<file path="src/rtl/mem_ctrl_param_if.sv">
// Request/response channel between the bus agent (master) and mem_ctrl_param (slave).
// Signal suffixes are from the memory controller's point of view.
interface mem_ctrl_param_if #(
    parameter int DATA_WIDTH = 16,
    parameter int ADDR_WIDTH = 8
);
    logic                      valid_i;
    logic                      ready_o;
    logic                      wr_rd_i;
    logic [ADDR_WIDTH-1:0]     addr_i;
    logic [DATA_WIDTH-1:0]     wdata_i;
    logic [DATA_WIDTH/8-1:0]   wstrb_i;
    logic                      resp_valid_o;
    logic                      resp_ready_i;
    logic [DATA_WIDTH-1:0]     rdata_o;
    logic                      err_o;

    modport master (
        output valid_i, wr_rd_i, addr_i, wdata_i, wstrb_i, resp_ready_i,
        input  ready_o, resp_valid_o, rdata_o, err_o
    );

    modport slave (
        input  valid_i, wr_rd_i, addr_i, wdata_i, wstrb_i, resp_ready_i,
        output ready_o, resp_valid_o, rdata_o, err_o
    );
endinterface

</file>
<file path="src/rtl/mem_ctrl_param.sv">
// Word memory with byte strobes, a four-register CSR window at the top of the
// address space, registered responses and a one-word-per-cycle clear engine.
//   state   | meaning
//   S_IDLE  | requests served; waits for CTRL.clr write or post-reset init
//   S_CLEAR | writes 0 to word idx_q each cycle, requests blocked
module mem_ctrl_param #(
    parameter int DATA_WIDTH = 16,
    parameter int DEPTH      = 64,
    parameter int ADDR_WIDTH = 8,
    parameter bit INIT_CLEAR = 1'b1
) (
    input  logic               clk_i,
    input  logic               rst_i,
    mem_ctrl_param_if.slave    bus,
    output logic               clear_busy_o
);
    localparam int STRB_W = DATA_WIDTH / 8;
    localparam int IDX_W  = (DEPTH > 1) ? $clog2(DEPTH) : 1;
    localparam logic [ADDR_WIDTH-1:0] A_DEPTH    = ADDR_WIDTH'(DEPTH);
    localparam logic [ADDR_WIDTH-1:0] A_SCRATCH  = ADDR_WIDTH'((1 << ADDR_WIDTH) - 4);
    localparam logic [ADDR_WIDTH-1:0] A_CTRL     = ADDR_WIDTH'((1 << ADDR_WIDTH) - 3);
    localparam logic [ADDR_WIDTH-1:0] A_STATUS   = ADDR_WIDTH'((1 << ADDR_WIDTH) - 2);
    localparam logic [ADDR_WIDTH-1:0] A_WR_COUNT = ADDR_WIDTH'((1 << ADDR_WIDTH) - 1);
    localparam logic [IDX_W-1:0]      IDX_LAST   = IDX_W'(DEPTH - 1);

    typedef enum logic {S_IDLE = 1'b0, S_CLEAR = 1'b1} state_t;

    state_t                state_q, state_d;
    logic [IDX_W-1:0]      idx_q, idx_d;
    logic                  alive_q;
    logic                  wp_q, wp_d;
    logic                  sticky_q, sticky_d;
    logic [DATA_WIDTH-1:0] scratch_q, scratch_d;
    logic [DATA_WIDTH-1:0] wr_count_q, wr_count_d;
    logic                  resp_valid_q, resp_valid_d;
    logic [DATA_WIDTH-1:0] rdata_q, rdata_d;
    logic                  err_q, err_d;
    logic [DATA_WIDTH-1:0] mem_q [DEPTH];

    logic                  accept, is_mem, is_scratch, is_ctrl, is_status, is_count;
    logic                  req_err, mem_we, clr_start;
    logic [IDX_W-1:0]      req_idx;

    assign clear_busy_o     = (state_q == S_CLEAR);
    // alive_q holds ready low during reset and for the first cycle after release
    assign bus.ready_o      = alive_q && !clear_busy_o && (!resp_valid_q || bus.resp_ready_i);
    assign bus.resp_valid_o = resp_valid_q;
    assign bus.rdata_o      = rdata_q;
    assign bus.err_o        = err_q;

    assign accept     = bus.valid_i && bus.ready_o;
    assign is_mem     = (bus.addr_i < A_DEPTH);
    assign is_scratch = (bus.addr_i == A_SCRATCH);
    assign is_ctrl    = (bus.addr_i == A_CTRL);
    assign is_status  = (bus.addr_i == A_STATUS);
    assign is_count   = (bus.addr_i == A_WR_COUNT);
    assign req_idx    = bus.addr_i[IDX_W-1:0];
    assign req_err    = !(is_mem || is_scratch || is_ctrl || is_status || is_count)
                        || (is_mem && bus.wr_rd_i && wp_q);
    assign mem_we     = accept && bus.wr_rd_i && is_mem && !req_err;
    assign clr_start  = (accept && bus.wr_rd_i && is_ctrl && bus.wdata_i[1])
                        || (!alive_q && INIT_CLEAR);

    always_comb begin
        state_d = state_q;
        idx_d   = idx_q;
        case (state_q)
            S_IDLE: begin
                if (clr_start) begin
                    state_d = S_CLEAR;
                    idx_d   = '0;
                end
            end
            S_CLEAR: begin
                idx_d = idx_q + 1'b1;
                if (idx_q == IDX_LAST) begin
                    state_d = S_IDLE;
                    idx_d   = '0;
                end
            end
            default: state_d = S_IDLE;
        endcase
    end

    always_comb begin
        wp_d         = wp_q;
        sticky_d     = sticky_q;
        scratch_d    = scratch_q;
        wr_count_d   = wr_count_q;
        resp_valid_d = resp_valid_q;
        rdata_d      = rdata_q;
        err_d        = err_q;
        if (accept) begin
            resp_valid_d = 1'b1;
            err_d        = req_err;
            rdata_d      = '0;
            if (!req_err) begin
                if (bus.wr_rd_i) begin
                    if (is_mem)     wr_count_d = wr_count_q + 1'b1;
                    if (is_scratch) scratch_d  = bus.wdata_i;
                    if (is_ctrl)    wp_d       = bus.wdata_i[0];
                    if (is_status && bus.wdata_i[1]) sticky_d = 1'b0;
                    if (is_count)   wr_count_d = '0;
                end else begin
                    if (is_mem)     rdata_d = mem_q[req_idx];
                    if (is_scratch) rdata_d = scratch_q;
                    if (is_ctrl)    rdata_d = DATA_WIDTH'(wp_q);
                    if (is_status)  rdata_d = DATA_WIDTH'({sticky_q, clear_busy_o});
                    if (is_count)   rdata_d = wr_count_q;
                end
            end
        end else if (bus.resp_ready_i) begin
            resp_valid_d = 1'b0;
            rdata_d      = '0;
            err_d        = 1'b0;
        end
        // a new error outranks a same-cycle W1C
        if (accept && req_err) sticky_d = 1'b1;
    end

    always_ff @(posedge clk_i or negedge rst_i) begin
        if (!rst_i) begin
            state_q      <= S_IDLE;
            idx_q        <= '0;
            alive_q      <= 1'b0;
            wp_q         <= 1'b0;
            sticky_q     <= 1'b0;
            scratch_q    <= '0;
            wr_count_q   <= '0;
            resp_valid_q <= 1'b0;
            rdata_q      <= '0;
            err_q        <= 1'b0;
        end else begin
            state_q      <= state_d;
            idx_q        <= idx_d;
            alive_q      <= 1'b1;
            wp_q         <= wp_d;
            sticky_q     <= sticky_d;
            scratch_q    <= scratch_d;
            wr_count_q   <= wr_count_d;
            resp_valid_q <= resp_valid_d;
            rdata_q      <= rdata_d;
            err_q        <= err_d;
        end
    end

    // Storage is deliberately not reset; the clear engine initialises it.
    always_ff @(posedge clk_i) begin
        if (clear_busy_o) begin
            mem_q[idx_q] <= '0;
        end else if (mem_we) begin
            for (int k = 0; k < STRB_W; k++) begin
                if (bus.wstrb_i[k]) mem_q[req_idx][8*k +: 8] <= bus.wdata_i[8*k +: 8];
            end
        end
    end
endmodule
</file>
<file path="src/flat_wrapper.sv">
// flat-port wrapper written by rule: the top's interface ports become plain ports
module mem_ctrl_param_flat 
#(
    parameter int DATA_WIDTH = 16,
    parameter int DEPTH      = 64,
    parameter int ADDR_WIDTH = 8,
    parameter bit INIT_CLEAR = 1'b1
)
  (clk_i, rst_i, clear_busy_o, bus_valid_i, bus_wr_rd_i, bus_addr_i, bus_wdata_i, bus_wstrb_i, bus_resp_ready_i, bus_ready_o, bus_resp_valid_o, bus_rdata_o, bus_err_o);
  mem_ctrl_param_if #(.DATA_WIDTH(DATA_WIDTH), .ADDR_WIDTH(ADDR_WIDTH)) bus_i ();
  input  logic clk_i;
  input  logic rst_i;
  output logic clear_busy_o;
  input wire logic [$bits(bus_i.valid_i)-1:0] bus_valid_i;
  input wire logic [$bits(bus_i.wr_rd_i)-1:0] bus_wr_rd_i;
  input wire logic [$bits(bus_i.addr_i)-1:0] bus_addr_i;
  input wire logic [$bits(bus_i.wdata_i)-1:0] bus_wdata_i;
  input wire logic [$bits(bus_i.wstrb_i)-1:0] bus_wstrb_i;
  input wire logic [$bits(bus_i.resp_ready_i)-1:0] bus_resp_ready_i;
  output wire logic [$bits(bus_i.ready_o)-1:0] bus_ready_o;
  output wire logic [$bits(bus_i.resp_valid_o)-1:0] bus_resp_valid_o;
  output wire logic [$bits(bus_i.rdata_o)-1:0] bus_rdata_o;
  output wire logic [$bits(bus_i.err_o)-1:0] bus_err_o;
  assign bus_i.valid_i = bus_valid_i;
  assign bus_i.wr_rd_i = bus_wr_rd_i;
  assign bus_i.addr_i = bus_addr_i;
  assign bus_i.wdata_i = bus_wdata_i;
  assign bus_i.wstrb_i = bus_wstrb_i;
  assign bus_i.resp_ready_i = bus_resp_ready_i;
  assign bus_ready_o = bus_i.ready_o;
  assign bus_resp_valid_o = bus_i.resp_valid_o;
  assign bus_rdata_o = bus_i.rdata_o;
  assign bus_err_o = bus_i.err_o;
  mem_ctrl_param #(.DATA_WIDTH(DATA_WIDTH), .DEPTH(DEPTH), .ADDR_WIDTH(ADDR_WIDTH), .INIT_CLEAR(INIT_CLEAR)) u_core (.clk_i(clk_i), .rst_i(rst_i), .bus(bus_i), .clear_busy_o(clear_busy_o));
endmodule
</file>
<file path="config.mk">
export PLATFORM = sky130hd
export DESIGN_NAME = mem_ctrl_param_flat
export DESIGN_NICKNAME = d
export VERILOG_FILES = /design/src/rtl/mem_ctrl_param_if.sv /design/src/rtl/mem_ctrl_param.sv /design/src/flat_wrapper.sv
export SDC_FILE = /design/constraint.sdc
export NUM_CORES = 1
export LEC_CHECK = 0
export CORE_MARGIN = 2
export CORE_UTILIZATION = 40
export DETAILED_ROUTE_END_ITERATION = 8
export PLACE_DENSITY_LB_ADDON = 0.2
export SLEW_MARGIN = 20
export SYNTH_ARGS = -nofsm -noshare
export SYNTH_HDL_FRONTEND = slang
export SYNTH_SLANG_ARGS = --single-unit
</file>
<file path="constraint.sdc">
create_clock -name clk_i -period 3.9 [get_ports clk_i]
set_input_delay 0.585 -clock clk_i [delete_from_list [all_inputs] [get_ports clk_i]]
set_output_delay 0.585 -clock clk_i [all_outputs]
set_load 0.02 [all_outputs]
</file>
==> results_dict.tcl, run 1 <==
set metrics [dict create \
    track_usage 0.198 \
    cp_common_cell "buf_4" \
    r2r_slack_ps 710 \
    dieArea_um2 110000 \
    antenna_found_initial 5 \
    fin_hold_ws_ps 495 \
    clockPowerShare 0.384 \
    netlist.area_leader.share 0.718 \
    finalClockSkew_ps 18.8 \
    synth_most_common_cell "edfxtp_1" \
    hold_class "flip-flop to flip-flop" \
    peakVddDrop_v 0.000423 \
    rows 120 \
    placed_area_um2 46800 \
    stdcell_count 3873 \
    crit_type "primary input to flip-flop" \
    first_global_vias 23100 \
    power.total_w 0.0262 \
    wirelength_um 109000 \
    drv_cap 0 \
    cts.repair.resized 0 \
    hold_end "u_core.scratch_q[13]" \
    max_stage_delay_ps 690 \
    synth_top_cell_by_area "edfxtp_1" \
    synth_nets 2143 \
    final_antenna_net_count 0 \
    layout.nets 2413 \
    start_util 0.402 \
    grt_max_degree 65 \
    cts_buffer_depth 3 \
    synth_flop_cell "edfxtp_1" \
    critical_path_peak_fanout 8 \
    max_freq_mhz 307 \
    power_frac_comb 0.109 \
    synth-edff-count 1024 \
    synthTopCellsByArea "edfxtp_1 72%, mux4_2 14%, dfrtp_1 3.5%, a22oi_1 1.6%, nor2_1 0.82%" \
    p_seq_frac 0.507 \
    cpLargestDelayFamily "buffers and inverters" \
    cts_sinks 1084 \
    pin_count 51 \
    firstDrtPassIters 5 \
    rsz0062_at_grt "false" \
    multi_input_area_um2 10100 \
    cts_made_buffers 107 \
    cp-start-kind "primary input" \
    fp.coreArea_um2 107000 \
    p_leak_nw 17.7 \
    path_buf_inv 5 \
    port_buffers 50 \
    synthArstFlopShare 0.0554 \
    dp_cells 3673 \
    cp_slowest_cell "clkdlybuf4s50_1" \
    setup_tns_ps 0 \
    min_period_ps 3250 \
    synth_cell_types 58 \
    period_share 0.834 \
    r2r_end "u_core.mem_q[47][9]" \
    dp_hpwl_um 70000 \
    grt-ovfl-total 0 \
    yosys_warnings 0 \
    switchingPower_w 0.00634 \
    cp_data_arrival_time_ps 3630 \
    cts_tree "built" \
    wl_per_cell_um 28.1 \
    cts.clk_slew.worst_paths_ps 60 \
    min_from "u_core.scratch_q[13]" \
    rr_startpoint "u_core.clear_busy_o" \
    path_cells "clkdlybuf4s50_1 > and3b_1 > nand4_1 > buf_4 > nor2_1 > buf_4 > a31oi_2 > buf_4 > nor4_1 > buf_4" \
    vias 22300 \
    syn-mean-instance-area_um2 20.3 \
    synth_cells 2110 \
    drive_above_1_share 0.293 \
    root_buffer "clkbuf_16" \
    drc_errors 0 \
    ys_seq_elements 1084 \
    intPower_w 0.0198 \
    seq_area_um2 32300 \
    nFillCells 8957 \
    reg2reg_depth 10 \
    cp.required_ps 4270 \
    outcome "finished, final reports clean" \
    cp-end-kind "flip-flop" \
    maxSlewViolCount 0 \
    fp.dieW_um 331 \
    grt_first_pass_wirelength_um 159000 \
    dieHeight_um 331 \
    vias_per_cell 5.76 \
    netlist_area_um2 42800 \
    design_area_um2 50200 \
    syn_to_final_growth_pct 17.2 \
    setup_viol 0 \
    crit_start "bus_valid_i" \
    synth-seq-area-share 0.753 \
    swShare 0.242 \
    place.gp.congestion 0.837 \
    cts-htree-levels 3 \
    whs_path_depth 1 \
    initialDrtViolationCount 2293 \
    synth_commonest_cells "1024 x edfxtp_1, 271 x mux4_2, 94 x nor2_1" \
    worstMarginPinSlew_ps 1050 \
    slew-limit-headroom 0.294 \
    clk_latency_ps 690 \
    powerDensity_nw_per_um2 521 \
    hold_viol 0 \
]
power by group through the flow:
stage          Combinational, W  Sequential [W]  Clock [W]
6_report                0.00284          0.0133     0.0101
5_1_grt                 0.00299          0.0133     0.0107
4_1_cts                 0.00285          0.0133     0.0103
3_5_place_dp            0.00284          0.0135          0
3_3_place_gp            0.00280          0.0135          0
2_1_floorplan           0.00142          0.0134          0
flip-flops by register name, indices dropped and copies added, names as in the netlist, 6 cells and up:
register and cells:
u_core.mem_q 1024, u_core.wr_count_q 16, u_core.scratch_q 16, u_core.idx_q 6, u_core.bus.rdata_o 16
per-stage QoR:
step            util  worst slack (ps)
6_report       0.471               647
5_1_grt        0.471               603
4_1_cts        0.471               816
3_5_place_dp   0.439               131
3_3_place_gp   0.439             -7.57
2_1_floorplan      -               571
cells by family after synthesis:
group | count (synthesis) | synth area share
muxes | 314 | 0.153
xor gates and xnor gates | 3 | 0.000613
buffers and inverters | 136 | 0.0147
DFF | 1084 | 0.753
AOI/OAI and AO/OA | 260 | 0.0411
other | 1 | 0.0000875
adders and majority gates | 2 | 0.000584
and+or+nand+nor | 310 | 0.0367
worst max-delay path by stage:
stage          cells after the start  slack [ps]                    to
2_1_floorplan                      8         570  u_core.mem_q[55][10]
3_3_place_gp                       8          -8   u_core.mem_q[34][2]
3_5_place_dp                      10         130  u_core.mem_q[47][14]
4_1_cts                           10         820   u_core.mem_q[47][9]
5_1_grt                           10         600  u_core.mem_q[39][11]
6_report                          10         650   u_core.mem_q[47][9]
layout make-up:
cell class	instances	area share
clock inverters	67	0.0123
repair buffers	290	0.0529
flip-flops and latches	1084	0.642
inverters	7	0.000523
clock buffers	131	0.0557
multi-input cells	890	0.201
diodes	1	0.0000498
well taps	1403	0.0350
cells in the final DEF (no fill, tap or decap), types with 18 or more instances in the layout:
master / instances
a22oi_1: 89
a21oi_1: 63
nor4_1: 23
mux2i_1: 18
clkbuf_16: 108
clkinv_1: 26
nand2_1: 28
nor2_1: 91
clkdlybuf4s50_1: 46
mux4_2: 271
dfrtp_1: 60
nor3_1: 58
clkbuf_1: 22
buf_4: 211
buf_12: 28
edfxtp_1: 1024
o21ai_0: 24
layer usage:
layer	vias to the layer above	GRT usage	wire (um)	share of wire
li1	9451	-	-	-
met1	11900	0.278	46300	0.43
met2	788	0.323	52900	0.49
met3	163	0.0312	6790	0.062
met4	6	0.0574	2880	0.026
met5	-	0	38	0.00035
what timing repair did:
action / 4_1_cts / 5_1_grt
buffers inserted: 0 / 0
hold buffers: 1 / 0
endpoints found under the hold margin: 27 / 0
Power figures use the tool's default switching activity.
==> run 2, diff against run 1 <==
==> constraint.sdc (replaced) <==
create_clock -name clk_i -period 2.7 [get_ports clk_i]
set_input_delay 0.405 -clock clk_i [delete_from_list [all_inputs] [get_ports clk_i]]
set_output_delay 0.405 -clock clk_i [all_outputs]
set_load 0.02 [all_outputs]
==> run 2 against run 1 <==
- critical path type is now flip-flop to flip-flop
- combinational power is 100% higher
- register-to-register slack worse by 650 ps
- largest cell class unchanged
- setup slack worse by 590 ps
- utilization up 3.1 points
- hold slack worse by 290 ps
- cell area up 6.7%
- power up 51%
- sequential power grew 44%
- highest routed layer is now met4
- sequential cell count unchanged
==> results_dict.tcl, run 2 (synthesized netlist as in run 1, its figures left out) <==
set metrics [dict create \
    worstMarginPinSlew_ps 768 \
    p_leak_nw 19.4 \
    cts-htree-levels 3 \
    vias_per_cell 5.61 \
    dieArea_um2 110000 \
    place.gp.congestion 0.872 \
    port_buffers 50 \
    grt_first_pass_wirelength_um 165000 \
    firstDrtPassIters 7 \
    cp-end-kind "flip-flop" \
    max_stage_delay_ps 410 \
    cts_buffer_depth 3 \
    drv_cap 0 \
    cp.required_ps 3100 \
    max_flop_register "u_core.mem_q" \
    antenna_found_initial 1 \
    diodes 0 \
    layout.nets 2661 \
    critical_path_peak_fanout 8 \
    setup_viol 0 \
    slew-limit-headroom 0.483 \
    syn_to_final_growth_pct 25.0 \
    rsz0062_at_grt "true" \
    wirelength_um 112000 \
    rr_startpoint "u_core.wp_q" \
    dp_hpwl_um 76900 \
    fp.coreArea_um2 107000 \
    cpLargestDelayFamily "simple AND/OR/NAND/NOR gates" \
    cp_common_cell "buf_4" \
    setup_tns_ps 0 \
    crit_type "flip-flop to flip-flop" \
    vias 23100 \
    hold_class "primary input to async pin" \
    cts.clk_slew.worst_paths_ps 70 \
    hold_viol 0 \
    outcome "finished, final reports clean" \
    initialDrtViolationCount 2162 \
    stdcell_count 4121 \
    layout_commonest_cell "edfxtp_1" \
    final_util 0.502 \
    track_usage 0.204 \
    path_cells "nor3_4 > buf_4 > nand4_1 > nor4_1 > buf_4 > o21ai_1 > buf_12 > buf_4 > nor3_1 > buf_12" \
    final_antenna_net_count 0 \
    layout_common_cells "1024 x edfxtp_1, 383 x buf_4, 271 x mux4_2" \
    powerDensity_nw_per_um2 740 \
    rows 120 \
    pin_count 51 \
    cts_made_buffers 109 \
    cp_data_arrival_time_ps 3040 \
    cp_slowest_cell "dfrtp_1" \
    fp.dieW_um 331 \
    max_freq_mhz 378 \
    cts_sinks 1084 \
    cp-start-kind "flip-flop" \
    maxSlewViolCount 0 \
    drive_above_1_share 0.383 \
    r2r_slack_ps 60 \
    first_global_vias 24100 \
    drc_errors 0 \
    clk_latency_ps 700 \
    peakVddDrop_v 0.000604 \
    reg2reg_depth 10 \
    finalClockSkew_ps 34.9 \
    wl_per_cell_um 27.1 \
    dieHeight_um 331 \
    period_share 0.980 \
    r2r_end "u_core.mem_q[11][14]" \
    path_buf_inv 5 \
    grt_max_degree 47 \
    min_period_ps 2640 \
    start_util 0.402 \
    grt-ovfl-total 0 \
    dp_cells 3908 \
    root_buffer "clkbuf_16" \
    cts_tree "built" \
    largest_register_ffs 1024 \
]
-- run 2: cell count changes in the layout (fill, tap and decap cells not counted), sizes merged --
| cell | before | now |
|---|---|---|
| clkinvlp | 8 | 4 |
| inv | 11 | 10 |
| clkinv | 45 | 47 |
| buf | 243 | 489 |
| diode | 1 | 0 |
| clkbuf | 131 | 139 |
| bufinv | 10 | 8 |
-- run 2: final cells by class --
cell class                      count  area (um^2)
Clock buffer                      139         2920
Clock inverter                     62          527
Fill cell                        8592        53000
Inverter                            7         26.3
Multi-Input combinational cell    890        10700
Sequential cell                  1084        32300
Tap cell                         1403         1760
Timing Repair Buffer              536         5390
-- run 2: what timing repair did --
action	CTS	global route
gates resized for setup	33	17
hold buffers	1	0
endpoints found under the hold margin	18	0
buffers inserted	6	5
endpoints found under the setup margin	708	326
pin swaps	4	4
-- run 2: how the worst max path moves through the flow --
stage | start | end | slack (ps) | cells past startpoint
floorplan | u_core.clear_busy_o | u_core.mem_q[1][10] | -280 | 5
global placement | bus_valid_i | u_core.mem_q[28][4] | -950 | 8
detailed placement | bus_valid_i | u_core.mem_q[9][12] | -930 | 8
CTS | u_core.wp_q | u_core.mem_q[19][10] | 6 | 9
global route | u_core.clear_busy_o | u_core.mem_q[22][1] | -7 | 9
finish | u_core.wp_q | u_core.mem_q[11][14] | 60 | 10
-- run 2: report_power, final --
part           switching [W]  total (W)  internal (W)
Combinational        0.00344    0.00580       0.00237
Sequential          0.000216     0.0192        0.0189
Clock                0.00628     0.0147       0.00839
-- run 2: stage by stage --
stage                     setup WS (ps)  hold WS [ps]  power, W  instance area, um^2
after floorplan                    -279           109    0.0218                43300
after global placement             -946           382    0.0249                49700
after detailed placement           -934           391    0.0251                49800
after CTS                          6.48           166    0.0399                53400
after global routing              -6.59           206    0.0409                53600
final                              55.1           202    0.0396                53600
-- run 2: per-layer routing --
layer	wire, um	GRT usage	up-vias
met1	46900	0.281	12300
li1	-	-	9951
met4	3210	0.0606	0
met5	0	0	-
met2	55500	0.338	725
met3	6180	0.0311	171
==> run 3, diff against run 2 <==
--- a/config.mk
+++ b/config.mk
@@ -5,6 +5,8 @@
 export SDC_FILE = /design/constraint.sdc
 export NUM_CORES = 1
 export LEC_CHECK = 0
+export CELL_PAD_IN_SITES_DETAIL_PLACEMENT = 0
+export CELL_PAD_IN_SITES_GLOBAL_PLACEMENT = 2
 export CORE_MARGIN = 2
 export CORE_UTILIZATION = 40
 export DETAILED_ROUTE_END_ITERATION = 8
==> run 3 against run 2 <==
- clock power rose by 8%
- sequential cell count did not move
- via count fell by 1.2%
- setup slack got worse by 26 ps
- cell count rose by 0.22%
- critical endpoint is now u_core.mem_q[44][11]
- highest routed layer unchanged
==> results_dict.tcl, run 3 (synthesized netlist as in run 1, its figures left out) <==
set metrics [dict create \
    nFillCells 8509 \
    place.gp.congestion 0.833 \
    placed_area_um2 49500 \
    layout_commonest_cell "edfxtp_1" \
    drc_errors 0 \
    slew-limit-headroom 0.424 \
    first_global_vias 23900 \
    multi_input_area_um2 10700 \
    layout_common_cells "1024 x edfxtp_1, 405 x buf_4, 271 x mux4_2" \
    min_period_ps 2670 \
    rows 120 \
    cp_slowest_cell "dfrtp_1" \
    dp_cells 3910 \
    firstDrtPassIters 5 \
    path_buf_inv 4 \
    post-place-ws_ps -899 \
    fp.coreArea_um2 107000 \
    largest_register_ffs 1024 \
    cp.required_ps 3120 \
    crit_type "flip-flop to flip-flop" \
    max_freq_mhz 374 \
    rsz0062_at_grt "true" \
    p_seq_frac 0.470 \
    power_frac_comb 0.141 \
    intPower_w 0.0306 \
    cts_made_buffers 108 \
    final_antenna_net_count 0 \
    syn_to_final_growth_pct 25.5 \
    drive_above_1_share 0.395 \
    layout.nets 2664 \
    stdcell_count 4130 \
    fp.dieW_um 331 \
    wl_per_cell_um 27.7 \
    vias 22800 \
    vias_per_cell 5.53 \
    design_area_um2 53800 \
    cpLargestDelayFamily "buffers and inverters" \
    drv_cap 0 \
    cp_common_cell "buf_4" \
    dieArea_um2 110000 \
    peakVddDrop_v 0.000644 \
    reg2reg_depth 9 \
    cp-start-kind "flip-flop" \
    hold_class "primary input to async pin" \
    r2r_slack_ps 30 \
    clockPowerShare 0.389 \
    max_stage_delay_ps 380 \
    power.total_w 0.0408 \
    path_cells "and3b_1 > and4_4 > buf_4 > a2111oi_2 > buf_4 > a31oi_4 > buf_12 > nor4_4 > buf_6" \
    p_leak_nw 19.4 \
    rr_startpoint "u_core.clear_busy_o" \
    seq_area_um2 32300 \
    period_share 0.989 \
    dp_hpwl_um 79800 \
    outcome "finished, final reports clean" \
    start_util 0.402 \
    critical_path_peak_fanout 10 \
    worstMarginPinSlew_ps 856 \
    wirelength_um 114000 \
    track_usage 0.209 \
    clk_latency_ps 720 \
    setup_viol 0 \
    setup_tns_ps 0 \
    cp-end-kind "flip-flop" \
    root_buffer "clkbuf_16" \
    cts_buffer_depth 3 \
    grt_max_degree 50 \
    grt_first_pass_wirelength_um 167000 \
    cp_data_arrival_time_ps 3090 \
    cts_sinks 1084 \
    hold_viol 0 \
    swShare 0.250 \
    cts-htree-levels 3 \
    max_flop_register "u_core.mem_q" \
    finalClockSkew_ps 33.7 \
    cts_tree "built" \
    cts.clk_slew.worst_paths_ps 70 \
    grt-ovfl-total 0 \
    switchingPower_w 0.0102 \
    maxSlewViolCount 0 \
    port_buffers 50 \
    dieHeight_um 331 \
    powerDensity_nw_per_um2 759 \
    initialDrtViolationCount 2034 \
    postLayoutSetupSlackWorst_ps 28.8 \
    antenna_found_initial 1 \
    pin_count 51 \
    r2r_end "u_core.mem_q[44][11]" \
]
-- run 3: power groups by stage --
| stage | clock [W] | sequential (W) | combinational (W) |
|---|---|---|---|
| after floorplan | 0 | 0.0194 | 0.00240 |
| after global placement | 0 | 0.0195 | 0.00538 |
| after detailed placement | 0 | 0.0195 | 0.00543 |
| after CTS | 0.0162 | 0.0192 | 0.00564 |
| after global routing | 0.0169 | 0.0192 | 0.00601 |
| final | 0.0159 | 0.0192 | 0.00573 |
-- run 3: cell type report --
type                            instances  share of cell area
Multi-Input combinational cell        891               0.200
Tap cell                             1403              0.0327
Clock buffer                          132              0.0542
Timing Repair Buffer                  539              0.0954
Sequential cell                      1084               0.600
Antenna cell                            1           0.0000465
Inverter                                7            0.000489
Clock inverter                         73              0.0176
-- run 3: per-stage QoR --
stage               hold slack (ps)  utilization
floorplan                       109            -
global placement                428        0.464
detailed placement              431        0.464
CTS                             190        0.502
global route                    238        0.504
finish                          209        0.504
-- run 3: worst max-delay path by stage --
| stage | from | depth (start not counted) | slack [ps] | endpoint |
|---|---|---|---|---|
| after floorplan | u_core.clear_busy_o | 5 | -280 | u_core.mem_q[1][10] |
| after global placement | bus_valid_i | 8 | -850 | u_core.mem_q[49][7] |
| after detailed placement | bus_valid_i | 8 | -900 | u_core.mem_q[49][7] |
| after CTS | u_core.clear_busy_o | 9 | 6 | u_core.mem_q[33][11] |
| after global routing | u_core.clear_busy_o | 10 | -40 | u_core.mem_q[6][1] |
| final | u_core.clear_busy_o | 9 | 30 | u_core.mem_q[44][11] |
-- run 3: per-layer routing --
layer | up-vias | GRT usage | wire, um
met3 | 141 | 0.0273 | 4750
met2 | 586 | 0.357 | 58100
met1 | 12100 | 0.284 | 48800
met4 | 0 | 0.0543 | 2590
met5 | - | 0 | 0
li1 | 9963 | - | -
-- run 3: what timing repair did --
item,in CTS,in global routing
hold buffers,1,0
setup buffers,8,4
endpoints found under the setup margin,761,321
pin swaps,4,2
endpoints found under the hold margin,21,0
resized for setup,31,32
cloned,1,0
